File: src/rtl/serial_out_deserializer.sv
`default_nettype none
// ============================================================================
// Module   : serial_out_deserializer
// Purpose  : Receive side of the output-register serializer. Recovers bytes
//            from a one-wire framed stream (start 0, WIDTH data bits LSB
//            first, stop 1) and presents them on a valid/ready interface.
//            Flags framing errors (pulse) and overruns (sticky).
// Ports    : clk, rst_n (async, active low)
//            serial_in            framed stream, idles high
//            out_data/out_valid   last received byte / unconsumed flag
//            out_ready            consumer accepts when out_valid && out_ready
//            frame_err            one-clk pulse on a bad stop bit
//            overrun/overrun_clr  sticky byte-dropped flag and its clear
//            busy                 high while the receiver is mid-frame
//            parity_err           one-clk pulse on bad even parity
//                                 (only with SERIAL_DESER_PARITY_EN)
// Options  : define SERIAL_DESER_PARITY_EN to expect an even-parity bit
//            between the data bits and the stop bit.
// Revision : 1.0 - initial release
// ============================================================================
module serial_out_deserializer #(
  parameter int WIDTH        = 8,
  parameter int CLKS_PER_BIT = 2
) (
  input  logic             clk,
  input  logic             rst_n,
  input  logic             serial_in,
  output logic [WIDTH-1:0] out_data,
  output logic             out_valid,
  input  logic             out_ready,
  output logic             frame_err,
`ifdef SERIAL_DESER_PARITY_EN
  output logic             parity_err,
`endif
  output logic             overrun,
  input  logic             overrun_clr,
  output logic             busy
);

  localparam int c_half  = CLKS_PER_BIT / 2;
  localparam int c_cnt_w = (CLKS_PER_BIT > 1) ? $clog2(CLKS_PER_BIT) : 1;
  localparam int c_bit_w = (WIDTH > 1) ? $clog2(WIDTH) : 1;
  localparam logic [c_cnt_w-1:0] c_cnt_half = c_cnt_w'(c_half);
  localparam logic [c_cnt_w-1:0] c_cnt_last = c_cnt_w'(CLKS_PER_BIT - 1);
  localparam logic [c_bit_w-1:0] c_bit_last = c_bit_w'(WIDTH - 1);

  typedef enum logic [2:0] {
    S_IDLE   = 3'd0,
    S_START  = 3'd1,
    S_DATA   = 3'd2,
`ifdef SERIAL_DESER_PARITY_EN
    S_PARITY = 3'd3,
`endif
    S_STOP   = 3'd4
  } state_t;

  state_t               r_state;
  state_t               w_state_next;
  logic                 r_sync1;
  logic                 r_sync2;
  logic                 w_s_in;
  logic [c_cnt_w-1:0]   r_cnt;
  logic [c_cnt_w-1:0]   w_cnt_next;
  logic [c_bit_w-1:0]   r_bit;
  logic [c_bit_w-1:0]   w_bit_next;
  logic [WIDTH-1:0]     r_shift;
  logic                 w_sample;
  logic                 w_shift_en;
  logic                 w_stop_eval;
  logic                 w_par_bad;
  logic                 w_good;

  // Two-flop synchronizer; idles high so reset does not look like a start bit.
  always_ff @(posedge clk or negedge rst_n) begin
    if (!rst_n) begin
      r_sync1 <= 1'b1;
      r_sync2 <= 1'b1;
    end else begin
      r_sync1 <= serial_in;
      r_sync2 <= r_sync1;
    end
  end

  assign w_s_in = r_sync2;

  // ---------------------------------------------------------------------------
  // FSM state register and bit-timing counters
  // ---------------------------------------------------------------------------
  always_ff @(posedge clk or negedge rst_n) begin
    if (!rst_n) begin
      r_state <= S_IDLE;
      r_cnt   <= '0;
      r_bit   <= '0;
    end else begin
      r_state <= w_state_next;
      r_cnt   <= w_cnt_next;
      r_bit   <= w_bit_next;
    end
  end

  // The cycle in which IDLE first sees s_in low is count 0 of the start bit,
  // so r_cnt is held at 0 in IDLE and the bit period runs from there. With
  // CLKS_PER_BIT==1 that detection cycle is itself the start-bit sample.
  always_comb begin
    w_state_next = r_state;
    w_cnt_next   = (r_cnt == c_cnt_last) ? '0 : r_cnt + 1'b1;
    w_bit_next   = r_bit;
    w_sample     = (r_cnt == c_cnt_half);
    w_shift_en   = 1'b0;
    w_stop_eval  = 1'b0;
    case (r_state)
      S_IDLE: begin
        if (!w_s_in) begin
          w_bit_next   = '0;
          w_state_next = w_sample ? S_DATA : S_START;
        end else begin
          w_cnt_next = '0;
        end
      end
      S_START: begin
        if (w_sample) begin
          if (w_s_in) begin
            w_state_next = S_IDLE;       // false start, no flags
            w_cnt_next   = '0;
          end else begin
            w_state_next = S_DATA;
            w_bit_next   = '0;
          end
        end
      end
      S_DATA: begin
        if (w_sample) begin
          w_shift_en = 1'b1;
          w_bit_next = r_bit + 1'b1;
          if (r_bit == c_bit_last) begin
`ifdef SERIAL_DESER_PARITY_EN
            w_state_next = S_PARITY;
`else
            w_state_next = S_STOP;
`endif
          end
        end
      end
`ifdef SERIAL_DESER_PARITY_EN
      S_PARITY: begin
        if (w_sample) w_state_next = S_STOP;
      end
`endif
      S_STOP: begin
        if (w_sample) begin
          w_stop_eval  = 1'b1;
          w_state_next = S_IDLE;
          w_cnt_next   = '0;
        end
      end
      default: begin
        w_state_next = S_IDLE;
        w_cnt_next   = '0;
      end
    endcase
  end

  assign busy = (r_state != S_IDLE);

`ifdef SERIAL_DESER_PARITY_EN
  logic r_par;

  always_ff @(posedge clk or negedge rst_n) begin
    if (!rst_n) begin
      r_par      <= 1'b0;
      parity_err <= 1'b0;
    end else begin
      if (r_state == S_PARITY && w_sample) r_par <= w_s_in;
      parity_err <= w_stop_eval && w_par_bad;
    end
  end

  // Even parity: data bits plus parity bit must have an even count of ones.
  assign w_par_bad = ^{r_shift, r_par};
`else
  assign w_par_bad = 1'b0;
`endif

  assign w_good = w_stop_eval && w_s_in && !w_par_bad;

  // ---------------------------------------------------------------------------
  // Shift register, holding register and flags
  // ---------------------------------------------------------------------------
  always_ff @(posedge clk or negedge rst_n) begin
    if (!rst_n) begin
      r_shift   <= '0;
      out_data  <= '0;
      out_valid <= 1'b0;
      frame_err <= 1'b0;
      overrun   <= 1'b0;
    end else begin
      // LSB arrives first: shifting in at the MSB leaves it at bit 0.
      if (w_shift_en) r_shift <= {w_s_in, r_shift[WIDTH-1:1]};

      frame_err <= w_stop_eval && !w_s_in;

      // A completion may reload in the same cycle the consumer accepts.
      if (w_good && (!out_valid || out_ready)) begin
        out_data  <= r_shift;
        out_valid <= 1'b1;
      end else if (out_valid && out_ready) begin
        out_valid <= 1'b0;
      end

      // A dropped byte outranks a simultaneous clear.
      if (w_good && out_valid && !out_ready) overrun <= 1'b1;
      else if (overrun_clr)                 overrun <= 1'b0;
    end
  end

endmodule
`default_nettype wire

File: config.mk
export PLATFORM = sky130hd
export DESIGN_NAME = serial_out_deserializer
export DESIGN_NICKNAME = d
export VERILOG_FILES = /design/src/rtl/serial_out_deserializer.sv
export SDC_FILE = /design/constraint.sdc
export NUM_CORES = 1
export LEC_CHECK = 0
export BUFFER_PORTS_ARGS = -buffer_cell sky130_fd_sc_hd__clkbuf_2
export CAP_MARGIN = 20
export CORE_UTILIZATION = 54
export CTS_CLUSTER_SIZE = 25
export DETAILED_ROUTE_END_ITERATION = 16
export GPL_TIMING_DRIVEN = 0
export HOLD_SLACK_MARGIN = 0.1
export PLACE_DENSITY_LB_ADDON = 0.05
export SLEW_MARGIN = 20
export SYNTH_ARGS = -nofsm -noshare
export SYNTH_HDL_FRONTEND = slang
export SYNTH_SLANG_ARGS = --single-unit
File: constraint.sdc
create_clock -name clk -period 1.7 [get_ports clk]
set_input_delay 0.17 -clock clk [delete_from_list [all_inputs] [get_ports clk]]
set_output_delay 0.17 -clock clk [all_outputs]
set_load 0.1 [all_outputs]
== Yosys cells after proc, flatten, opt, wreduce, memory -nomap -nowiden ==
Cells that the tools add are included.
W data, S select, Z words.
Cells by class
  add/sub/neg operators: 2
  reductions and logical operators: 17
  multiplexer cells: 24
  eq/ne operators: 9
Operator list (count)
  $mux W3: 8
  $pmux W3 S4: 1
  $mux W1: 11
  $ne A2 B2 Y1 const B: 5
  $pmux W3 S3: 1
  $eq A3 B3 Y1 const B: 2
  $logic_and A1 B1 Y1: 6
  $reduce_bool A3 Y1: 2
  $reduce_and A5 Y1: 1
  $mux W2: 2
  $pmux W1 S4: 1
  $reduce_bool A2 Y1: 2
  $add A3 B1 Y3 const B: 1
  $eq A3 B1 Y1 const B: 1
  $eq A3 B2 Y1 const B: 1
  $logic_not A1 Y1: 3
  $logic_not A3 Y1: 1
  $reduce_and A3 Y1: 1
  $add A1 B1 Y1 const B: 1
  $logic_or A1 B1 Y1: 1
Word-level totals
  register bits: 28

== Longest topological paths before layout ==
Gate-level depths: netlist of run 1.
  word-level depth: 6
  mapped depth: 5

== Worst setup path before layout of run 1 ==
OpenSTA, ideal clock, no wires.
  path kind: reg2reg
  start: register out_valid
  end: register out_data[0]
  arrival: 1678 ps
  path buffers: 0
  stages on the path, launching flop included: 4
  slack: -104 ps
  path through: dfrtp_1 > nand2b_1 > nand3_4 > mux2_2
Between the ends
  longest elaborated chain between the ends: 3
Ends and longest elaborated chain
  from (decl): line 29  | output logic out_valid,
  from (signal assigned): line 193  | out_valid <= 1'b0;
  from (signal assigned): line 205  | out_valid <= 1'b1;
  from (signal assigned): line 207  | out_valid <= 1'b0;
  $logic_not A1 Y1: line 203  | if (w_good && (!out_valid || out_ready)) begin
  $logic_or A1 B1 Y1: line 203
  $logic_and A1 B1 Y1: line 203
  to (signal assigned): line 204  | out_data <= r_shift;
  to (decl): line 28  | output logic [WIDTH-1:0] out_data,
No other way between the ends.
A chain may end at the register's enable or synchronous reset.

== Worst setup path after layout of run 1 ==
  start: register r_state[1]
  end: register r_shift[6]
Between the ends
  longest elaborated chain between the ends: 2
Ends and longest elaborated chain
  from (decl): line 57  | state_t r_state;
  from (signal assigned): line 95  | r_state <= w_state_next;
  $eq A3 B2 Y1: line 111  | case (r_state)
  $mux W1: line 111
  to (signal assigned): line 198  | if (w_shift_en) r_shift <= {w_s_in, r_shift[WIDTH-1:1]};
  to (decl): line 66  | logic [WIDTH-1:0] r_shift;
No other way between the ends.

==> reports/metrics.csv, run 1 <==
stage,metric,value,unit
route,drt drc,0,
placement,Detailed Place HPWL,1.20,mm
floorplanning,Die ar.,2320,um2
sta,max-slew violations,0,
worst_setup_path,Critical Path AT,1790,ps
synth,yosys warns,0,
route,DR vias,678,
sta,sum of negative setup slack,0,ps
cts,Root Buffer,clkbuf_4,
sta,Least-Margin Pin Slew,670,ps
cts,Bufs on Longest Clock Path,2,
placement,Final Wtd Congestion,0.742,
global_routing,vias in the first global route,589,
route,Top Layer Used,met4,
sta,setup violators final,0,
floorplanning,initial core utilization,0.580,
power_and_ir_drop,Leak Pwr,0.669,nW
sta,Min Hold Slack,214,ps
placement,cell area after placement,1260,um2
worst_setup_path,CP Max Fanout,10,
floorplanning,top-level port count,17,
cts,CTS tree,done,
cells_and_area,fin area,1330,um2
cells_and_area,Area Overhead vs Synth,15.6,%
status,status,"finished, final reports clean",
route,post-DR vias/cell,5.06,
power_and_ir_drop,VDD IR max,0.877,mV
floorplanning,Die X,48.1,um
global_routing,initial antenna violation count,0,
placement,dpl ws,164,ps
synth,Yosys reg bits,28,
cts,Num CTS Buffers,3,
worst_setup_path,CP Class,register to register,
synth,"Distinct cells, synth",28,
route,DR WL met3,48,um
cells_and_area,"most common cell after layout, fill and taps aside",dfrtp_1,
floorplanning,Placeable Area,1980,um2
synth,"EDFF count, synth",0,
sta,Final min period,1580,ps
floorplanning,Std-Cell Rows,16,
synth,sequential area share after synthesis,0.612,
synth,synthesized netlist cell count,84,
route,met1 WL,844,um
floorplanning,Die H,48.1,um
global_routing,first-pass GRT wire length,2.66,mm
synth,"Cell Area, Synth",1150,um2
global_routing,GRT Total Usage,0.171,
route,met2 WL,879,um
placement,PortBufs,16,
cts,clk sinks,28,
sta,post-route setup slack,120,ps
sta,period utilisation layout,0.930,
cells_and_area,layout cells sized above 1,0.449,
route,Final ANT Viol Nets,0,
sta,setup repair after global routing missed its margin,no,
sta,Max transition margin,0.554,
synth,Synth Area per Inst,13.7,um2
run,MaxCap Viol Count,0,
route,initial DRC count,3,
cells_and_area,fin nets,115,
power_and_ir_drop,Design Power,1.83,mW
global_routing,grt total ovfl,0,
cells_and_area,ant diodes,0,
worst_setup_path,"Req. time, crit path",1910,ps
synth,Post-synth ARST share,1.00,
cts,"CTS clk-pin slew, worst paths",140,ps
route,WL/cell,13.3,um
cells_and_area,"commonest cells after routing, fill and taps aside","dfrtp_1, clkbuf_2, mux2_2",
worst_setup_path,Startpoint Class,register,
sta,final clock skew,7.77,ps
sta,Final Hold Vio Count,0,
global_routing,pin count of the biggest net entering global routing,29,
sta,Highest Clock Rate,633,MHz
route,first drt pass iteration count,4,
synth,syn nets,91,
worst_hold_path,HP Class,input port to register,
cts,H-tree Lvls,1,
power_and_ir_drop,cell area power density,1380,nW/um2
synth,"Top FF cell, synth",dfrtp_1,
worst_setup_path,CP Capture Type,register,
route,Post-Route WL,1.79,mm
cts,Clock Latency Late Sink,320,ps
-- critical path, cell delays in order (launching register included) --
cell and delay, ps:
dfrtp_1 370, buf_2 230, nand2_1 120, nor3_2 180, buf_4 220, mux2_2 350
-- flip-flops by register name, summed over array words and instances (netlist names) --
signal,flops
out_data,8
r_shift,8
r_bit,3
r_state,3
frame_err,1
out_valid,1
overrun,1
r_cnt,1
r_sync1,1
r_sync2,1
-- power breakdown --
| part | total (mW) | switching (mW) | internal (mW) |
|---|---|---|---|
| logic | 0.629 | 0.367 | 0.262 |
| registers | 0.930 | 0.111 | 0.819 |
| clock network | 0.272 | 0.181 | 0.0917 |
-- layer usage --
layer	vias to the layer above	GRT usage
met4	0	0.0833
met5	-	0
met1	329	0.234
li1	337	-
met3	2	0.0333
met2	10	0.262
-- timing repair --
action / 4_1_cts / 5_1_grt
hold buffers: 3 / 0
hold endpoints to repair: 28 / 0
setup endpoints to repair: 1 / 1
setup buffers: 0 / 0
gates resized for setup: 1 / 2
-- cell families (layout without fill, tap and decap cells) --
logic type,Yosys count,count (layout),share of synthesized area
AND/OR/NAND/NOR,19,19,0.106
AO/OA/AOI/OAI,11,11,0.0610
flip-flops,28,28,0.612
multiplexers,17,17,0.170
buffers and inverters,7,30,0.0294
adder cells (fa/ha/maj),2,2,0.0218
-- final timing paths --
kind                               to  cells past startpoint       start  slack (ps)
setup reg to reg           r_shift[6]                      5  r_state[1]         120
hold / removal              out_valid                      3   out_ready         210
max in group asynchronous   out_valid                      2       rst_n         830
setup / recovery           r_shift[6]                      5  r_state[1]         120
hold reg to reg               r_sync2                      0     r_sync1         370
min in group asynchronous  r_state[1]                      2       rst_n         400
-- per-stage QoR --
stage                     utilization  std cells
final                           0.670        134
after global routing            0.670        134
after CTS                       0.667        134
after detailed placement        0.638        127
after global placement          0.638        127
after floorplan                     -         84
-- layout make-up --
class                   instances  area (um2)
inverters                       3        11.3
repair buffers                 19         113
multi-input cells              49         417
plain buffers                   4        22.5
flip-flops and latches         28         704
clock buffers                   4        26.3
well taps                      27        33.8
fillers                       150         654
-- synth_stat cells, types with 2 or more instances --
cell	instances	area (um2)
dfrtp_1	26	651
mux2_2	15	169
nand2_1	6	22.5
a21oi_1	4	20.0
inv_1	3	11.3
nor2_1	3	11.3
a22o_1	2	17.5
buf_2	2	10.0
dfstp_2	2	52.6
ha_1	2	25.0
o21ai_0	2	10.0
Power figures use the tool's default switching activity.
==> run 2: changes to the inputs <==
--- a/config.mk
+++ b/config.mk
@@ -5,9 +5,11 @@
 export SDC_FILE = /design/constraint.sdc
 export NUM_CORES = 1
 export LEC_CHECK = 0
+export ABC_CLOCK_PERIOD_IN_PS = 1700
 export BUFFER_PORTS_ARGS = -buffer_cell sky130_fd_sc_hd__clkbuf_2
 export CAP_MARGIN = 20
-export CORE_UTILIZATION = 54
+export CORE_UTILIZATION = 57
+export CTS_BUF_LIST = sky130_fd_sc_hd__clkbuf_4
 export CTS_CLUSTER_SIZE = 25
 export DETAILED_ROUTE_END_ITERATION = 16
 export GPL_TIMING_DRIVEN = 0
==> reports/metrics.csv, run 2 (synthesized netlist as in run 1, its figures left out) <==
stage,metric,value,unit
cts,Clock Latency Late Sink,320,ps
route,drt drc,0,
floorplanning,top-level port count,17,
worst_setup_path,CP max stage cell,dfrtp_1,
cells_and_area,final core occ,0.735,
floorplanning,Die ar.,2200,um2
cts,clk sinks,28,
cells_and_area,Top Registers,"out_data x8, r_shift x8",
status,status,"finished, final reports clean",
cells_and_area,fillcell total,139,
global_routing,GRT Total Usage,0.190,
cells_and_area,fin nets,115,
cells_and_area,"most common cell after layout, fill and taps aside",dfrtp_1,
route,Final ANT Viol Nets,0,
power_and_ir_drop,Design Power,1.84,mW
floorplanning,initial core utilization,0.638,
sta,Least-Margin Pin Slew,656,ps
sta,Max transition margin,0.563,
sta,Min Hold Slack,193,ps
route,first drt pass iteration count,4,
route,initial DRC count,10,
global_routing,initial antenna violation count,0,
placement,Final Wtd Congestion,0.786,
worst_setup_path,critical-path cell list,clkbuf_2 > nor3_2 > inv_1 > buf_4,
sta,final clock skew,6.89,ps
global_routing,vias in the first global route,661,
worst_setup_path,CP Max Fanout,8,
route,Post-Route WL,1.78,mm
cts,Bufs on Longest Clock Path,2,
worst_setup_path,"Req. time, crit path",1530,ps
placement,Detailed Place HPWL,1.26,mm
run,MaxCap Viol Count,0,
sta,setup violators final,0,
worst_setup_path,Critical Path AT,1430,ps
cells_and_area,layout cells sized above 1,0.449,
cells_and_area,"commonest cells after routing, fill and taps aside","dfrtp_1, clkbuf_2, mux2_2",
global_routing,grt total ovfl,0,
cells_and_area,ant diodes,0,
floorplanning,Std-Cell Rows,15,
cells_and_area,Area Overhead vs Synth,15.4,%
power_and_ir_drop,cell area power density,1390,nW/um2
worst_setup_path,Startpoint Class,register,
cts,Post-CTS Setup Inserts,0,
sta,sum of negative setup slack,0,ps
floorplanning,Placeable Area,1800,um2
sta,period utilisation layout,0.942,
worst_setup_path,CP Capture Type,output port,
sta,Final min period,1600,ps
route,DR vias,684,
global_routing,first-pass GRT wire length,2.83,mm
cts,CTS tree,done,
sta,max-slew violations,0,
sta,Final Hold Vio Count,0,
cts,H-tree Lvls,1,
floorplanning,Die H,46.9,um
power_and_ir_drop,Leak Pwr,0.670,nW
cts,"CTS clk-pin slew, worst paths",140,ps
worst_setup_path,"CP delay by family, top",buffers and inverters,
placement,PortBufs,16,
route,post-DR vias/cell,5.18,
floorplanning,Die X,46.9,um
worst_setup_path,CP Class,register to output port,
worst_setup_path,CP bufs+invs,3,
global_routing,pin count of the biggest net entering global routing,29,
cells_and_area,Storage cell area,704,um2
cts,Root Buffer,clkbuf_4,
cells_and_area,multi-input logic area,417,um2
route,WL/cell,13.5,um
power_and_ir_drop,VDD IR max,1.11,mV
sta,Highest Clock Rate,625,MHz
cts,Num CTS Buffers,3,
worst_hold_path,HP Class,input port to register,
worst_setup_path,Crit path largest cell delay,380,ps
run 2: worst min-delay path, cell delays in order:
cell and delay (ps):
clkbuf_2 70, nand2b_1 170, nand2_1 70
run 2: worst paths after layout:
path,startpoint,slack (ps),to,cells past startpoint
max reg2reg,r_state[1],140,r_shift[6],5
min reg2reg,r_sync1,370,r_sync2,0
max,r_state[0],100,busy,4
max in group asynchronous,rst_n,840,out_valid,2
min,out_ready,190,out_valid,3
min in group asynchronous,rst_n,400,r_state[1],2
run 2: area by class of cell:
type / count / area share
Sequential cell: 28 / 0.532
Multi-Input combinational cell: 49 / 0.314
Timing Repair Buffer: 19 / 0.0850
Tap cell: 25 / 0.0236
Clock buffer: 3 / 0.0170
Buffer: 4 / 0.0170
Inverter: 3 / 0.00850
Clock inverter: 1 / 0.00283
run 2: layer usage:
| metal | GRT usage | part of all wire | up-vias |
|---|---|---|---|
| met5 | 0 | 0 | - |
| met4 | 0.0686 | 0.0084 | 0 |
| met3 | 0.0462 | 0.027 | 2 |
| met2 | 0.317 | 0.50 | 10 |
| met1 | 0.243 | 0.47 | 336 |
| li1 | - | - | 336 |
run 2: repair_timing:
| action | in CTS | in global routing |
|---|---|---|
| hold buffers | 3 | 0 |
| gates resized for setup | 1 | 2 |
| setup endpoints to repair | 1 | 1 |
| hold endpoints to repair | 28 | 0 |
| pin swaps | 0 | 0 |
run 2: report_power, final:
part,internal (mW),total [mW],switching [mW]
combinational,0.264,0.636,0.373
clock,0.0859,0.270,0.184
sequential,0.819,0.931,0.111
total,1.17,1.84,0.668
run 2: per-stage QoR:
| step | std cells | instance area (um2) | setup slack, ps |
|---|---|---|---|
| floorplan | 84 | 1150 | 210 |
| CTS | 132 | 1320 | 22.1 |
| global placement | 125 | 1260 | 215 |
| detailed placement | 125 | 1260 | 158 |
| finish | 132 | 1330 | 99.1 |
| global route | 132 | 1330 | -7.94 |
